==> src/rtl/regfile.sv <==
// ============================================================================
// Module   : regfile
// Purpose  : 31x WIDTH register file (r0 hardwired to zero) with two
//            combinational read ports, a debug port and a write counter.
// Revision : 1.0
// ============================================================================
`default_nettype none

module regfile #(
  parameter int WIDTH  = 32,
  parameter bit BYPASS = 1'b1
) (
  input  logic             clk,
  input  logic             reset,
  input  logic [4:0]       rna,
  input  logic [4:0]       rnb,
  input  logic [4:0]       wn,
  input  logic [WIDTH-1:0] d,
  input  logic             we,
  output logic [WIDTH-1:0] qa,
  output logic [WIDTH-1:0] qb,
  input  logic [4:0]       dbg_rn,
  output logic [WIDTH-1:0] dbg_q,
  output logic [31:0]      wcount
);

  logic [WIDTH-1:0] regs_q [1:31];
  logic [31:0]      wcount_q;
  logic [31:0]      wcount_d;
  logic             wr_en;

  // A write to r0 is silently discarded and never counted.
  assign wr_en    = we && !reset && (wn != 5'd0);
  assign wcount_d = wcount_q + 32'd1;

  always_ff @(posedge clk) begin
    if (reset) begin
      for (int i = 1; i < 32; i++) begin
        regs_q[i] <= '0;
      end
      wcount_q <= '0;
    end else if (wr_en) begin
      regs_q[wn] <= d;
      wcount_q   <= wcount_d;
    end
  end

  always_comb begin
    qa    = '0;
    qb    = '0;
    dbg_q = '0;
    if (rna != 5'd0) begin
      qa = (BYPASS && wr_en && (wn == rna)) ? d : regs_q[rna];
    end
    if (rnb != 5'd0) begin
      qb = (BYPASS && wr_en && (wn == rnb)) ? d : regs_q[rnb];
    end
    // The debug port always shows committed state.
    if (dbg_rn != 5'd0) begin
      dbg_q = regs_q[dbg_rn];
    end
  end

  assign wcount = wcount_q;

endmodule

`default_nettype wire
==> config.mk <==
export PLATFORM = sky130hd
export DESIGN_NAME = regfile
export DESIGN_NICKNAME = d
export VERILOG_FILES = /design/src/rtl/regfile.sv
export SDC_FILE = /design/constraint.sdc
export NUM_CORES = 2
export LEC_CHECK = 0
export BUFFER_PORTS_ARGS = -buffer_cell sky130_fd_sc_hd__buf_4
export CAP_MARGIN = 10
export CORE_MARGIN = 10
export CORE_UTILIZATION = 48
export CTS_CLUSTER_DIAMETER = 80
export CTS_CLUSTER_SIZE = 12
export DETAILED_ROUTE_END_ITERATION = 12
export GPL_TIMING_DRIVEN = 0
export HOLD_SLACK_MARGIN = 0.08
export PLACE_DENSITY_LB_ADDON = 0.15
export SYNTH_ARGS = -nofsm -noshare
export SYNTH_HDL_FRONTEND = slang
export SYNTH_SLANG_ARGS = --single-unit
==> constraint.sdc <==
create_clock -name clk -period 5.75 [get_ports clk]
set_clock_uncertainty 0.05 [all_clocks]
set_input_delay 0.8625 -clock clk [delete_from_list [all_inputs] [get_ports clk]]
set_output_delay 0.8625 -clock clk [all_outputs]
set_load 0.02 [all_outputs]
### Word-level counts from Yosys, hierarchy flattened

Memories as Yosys holds them, arrays and structs flattened.
Cells that the tools add are included.

* bits in registers: 32
* bits in writable memories: 992
* memories kept: 1

* $add $sub $neg: 1
* equal/unequal tests: 2
* multiplexer cells: 13
* reductions and logical operators: 10

Memories
* regs_q: depth 31, width 32, rd ports 3, clocked after Yosys merged registers in 0, wr ports 31, line 27 `logic [WIDTH-1:0] regs_q [1:31];`

Operators by type and width (count)
* $mux 32: 6
* $add 32x1->32 const B: 1
* $reduce_or 32->1: 1
* $reduce_bool 5->1: 4
* $eq 5x5->1: 2
* $mux 1: 6
* $mux 5: 1
* $logic_and 1x1->1: 4
* $logic_not 1->1: 1

### Logic depth before layout (Yosys ltp)

* depth in word-level cells: 8
* depth in mapped cells: 11
* gate-level depth less buffers: 6

### Least setup slack after synthesis

No wires, ideal clock.

* path kind: input -> register
* start point: input port wn[2]
* end point: memory regs_q[12][0], enable pin
* arrival: 4.234 ns
* cell stages on the path: 7
* setup time: 0.466 ns
* path buffers: 3
* path slack: 1.001 ns
* cells stage by stage: buf_2 or3_1 o211ai_2 or2_2 buf_2 buf_1 o21ai_0

RTL lines
* start, declared: line 17 `input logic [4:0] wn,`
* end, declared: line 27

### Final worst setup path

* start point: input port rnb[1]
* end point: output port qb[3]

* word-level cells in the longest chain between the ends: 4
* elaborated cells between the ends (all ways): 6
* classes of those cells: eq/ne (1); mux (2); reduce/logical (2); memory (1)

RTL lines
* start, declared: line 16 `input logic [4:0] rnb,`
* parallel branches: the longest is 3 deep, another holds $mem_v2 31x32
* $mux 32 *: line 55 `if (rnb != 5'd0) begin`
* end, declared: line 21 `output logic [WIDTH-1:0] qb,`

Mark *: on every way between the ends.

==> results.cfg <==
[clock_tree]
numCtsBuffers = 103
cts_tree = built
clk_pin_slew_ps = 60
hold_buffers = 0
htreeDepth = 3
cts_root_buffer = clkbuf_16
clock_sinks = 1056
clock_path_buffers = 3
clkLatencyLatePin_ps = 770

[route]
wirelength_um = 367500
vias_per_cell = 7.690
ant_nets = 0
initialDrtViolationCount = 9947
first_pass_iters = 6
wire_per_inst_um = 55.29
num_vias = 51108
drc_errors = 0

[global_routing]
busiest_layer = met2
grt_first_pass_wirelength_um = 466800
use_met1_pct = 55.19
grt_util_all_layers_pct = 47.82
grt_use_met2_pct = 67.16
antenna_found_initial = 31
met3_usage_pct = 18.76
grt_overflow = 0
grt_pass1_vias = 47624
grt_max_degree = 23

[power]
power_density_nw_per_um2 = 277.3
p_leak_nw = 24.98
vdd_drop_max_mv = 0.2410
total_power_mw = 20.33

[status]
violations = max-capacitance violations, max-slew violations, negative setup slack
outcome = complete, but fails checks

[setup_path]
required_ps = 4840
worstPathMaxFanout = 12
worstPathArrival_ps = 5160
endpoint_kind = output port
cp-start-kind = primary input
critPathKind = in2out

[run]
drv_cap = 2

[logic_synthesis]
synth_top_area_cell = edfxtp_1
ys_dominant_reg_cell = edfxtp_1
synth_area_leaders = edfxtp_1 (47%), mux4_2 (28%), and2_1 (9.3%)
ys_types = 66
synth_enable_flop_cells = 1024
ys_ff_latch = 1056
syn-cell-area_um2 = 65100
avgSynthCellArea_um2 = 14.68
syn_inst = 4434
ys_seq_area_share_pct = 48.22
yosys_warnings = 0
async_reset_ff_share_pct = 0
yosysTopAreaCellShare_pct = 47.24

[sta]
finalWorstSetupSlack_ps = -321.4
relSlewSlack_pct = -11.03
hold_viol = 0
worst_pin_slew_ps = 1665
fmax_ghz = 0.1647
layout_worst_path_cycle_share_pct = 105.6
rsz0062_at_grt = false
setup_violations = 24
fin_tns_setup_ps = -3313
period_needed_ps = 6071
fin_hold_ws_ps = 268.7
maxSlewViolCount = 4

[final_layout]
finish.utilization_pct = 54.26
nets = 4852
layout_commonest_cell = edfxtp_1
fin_cells = 6646
layout_common_cells = edfxtp_1 (1024), and2_1 (963), mux4_2 (812), clkbuf_1 (312), buf_4 (208)
area_growth_pct = 12.63
layout-drive-gt1-share_pct = 29.43

[floorplanning]
coreArea_um2 = 135100
dieArea_um2 = 150700
die_x_um = 388.3
io_pins = 183
dieHeight_um = 388.3
num_rows = 135
start_util_pct = 48.17

[placement]
portBuffers = 167
place_inst = 6468
place_congestion = 1.087
hpwl_um = 273400

[hold_path]
hold_path.class = in2reg
==> layer usage <==
layer  share of wire, %  vias to the layer above
li1                   -                    18147
met1                 32                    25986
met2                 42                     5496
met3                 14                     1457
met4                 12                       22
met5               0.10                        -
==> where the power goes <==
group	internal (mW)	leakage, nW	switching (mW)
sequential	8.86	10.0	0.311
combinational	1.60	13.6	2.99
clock	3.39	1.41	3.19
total	13.8	25.0	6.49
==> area by class of cell <==
class	instances	area [um2]
Fill cell	11198	61810
Multi-Input combinational cell	2893	31760
Sequential cell	1056	31390
Clock buffer	127	2763
Buffer	501	2511
Timing Repair Buffer	229	2391
Tap cell	1781	2228
Clock inverter	13	145.1
Antenna cell	34	85.08
Inverter	12	46.29
==> stage by stage <==
step           worst slack, ps  instance area [um2]
2_1_floorplan             1001                65210
3_3_place_gp             -3161                68690
3_5_place_dp             -1096                70110
4_1_cts                  9.968                73050
5_1_grt                  13.39                73240
6_report                -321.4                73320
==> path summary, 6_finish.rpt <==
path / slack (ps) / from / to / cells after the start
setup / recovery: -320 / rnb[1] / qb[3] / 10
hold / removal: 270 / d[17] / regs_q[0][17]$_DFFE_PP_ / 1
setup reg to reg: 3490 / wcount[3]$_SDFFE_PP0P_ / wcount[26]$_SDFFE_PP0P_ / 7
hold reg to reg: 460 / wcount[1]$_SDFFE_PP0P_ / wcount[1]$_SDFFE_PP0P_ / 2
==> synthesized netlist by cell type (45+ instances only) <==
library cell,count
edfxtp_1,1024
buf_2,94
nand3_1,72
nor3_1,49
clkbuf_1,322
o21ai_0,80
nand2_1,167
and2_1,963
mux4_2,812
mux2i_1,169
a22oi_1,51
a221oi_1,45
nor2_1,147
==> critical path, cell delays in order <==
cell      delay [ps]
buf_4            120
buf_2            210
buf_2            720
clkbuf_4         680
buf_2            860
a211oi_1         380
a31oi_1          240
a22oi_1           90
o21ai_0          670
buf_4            280
==> registers in the layout, summed over array words and instances, names as in the netlist <==
signal  flops
wcount     32
regs_q   1024
==> kinds of logic after synthesis <==
logic type	count (synthesis)	synth area share [%]
buffers and inverters	516	3.806
adders and majority gates	1	0.01922
DFF	1056	48.22
and+or+nand+nor	1488	13.02
other	1	0.005761
xor gates and xnor gates	38	0.5113
AOI/OAI and AO/OA	345	3.589
muxes	989	30.83
==> repair_timing <==
| item | 4_1_cts | 5_1_grt |
|---|---|---|
| setup buffers | 0 | 0 |
| setup endpoints to repair | 33 | 10 |
| gates cloned | 0 | 0 |
| resized for setup | 18 | 22 |
Note: power is estimated with default switching activity, not from simulation.
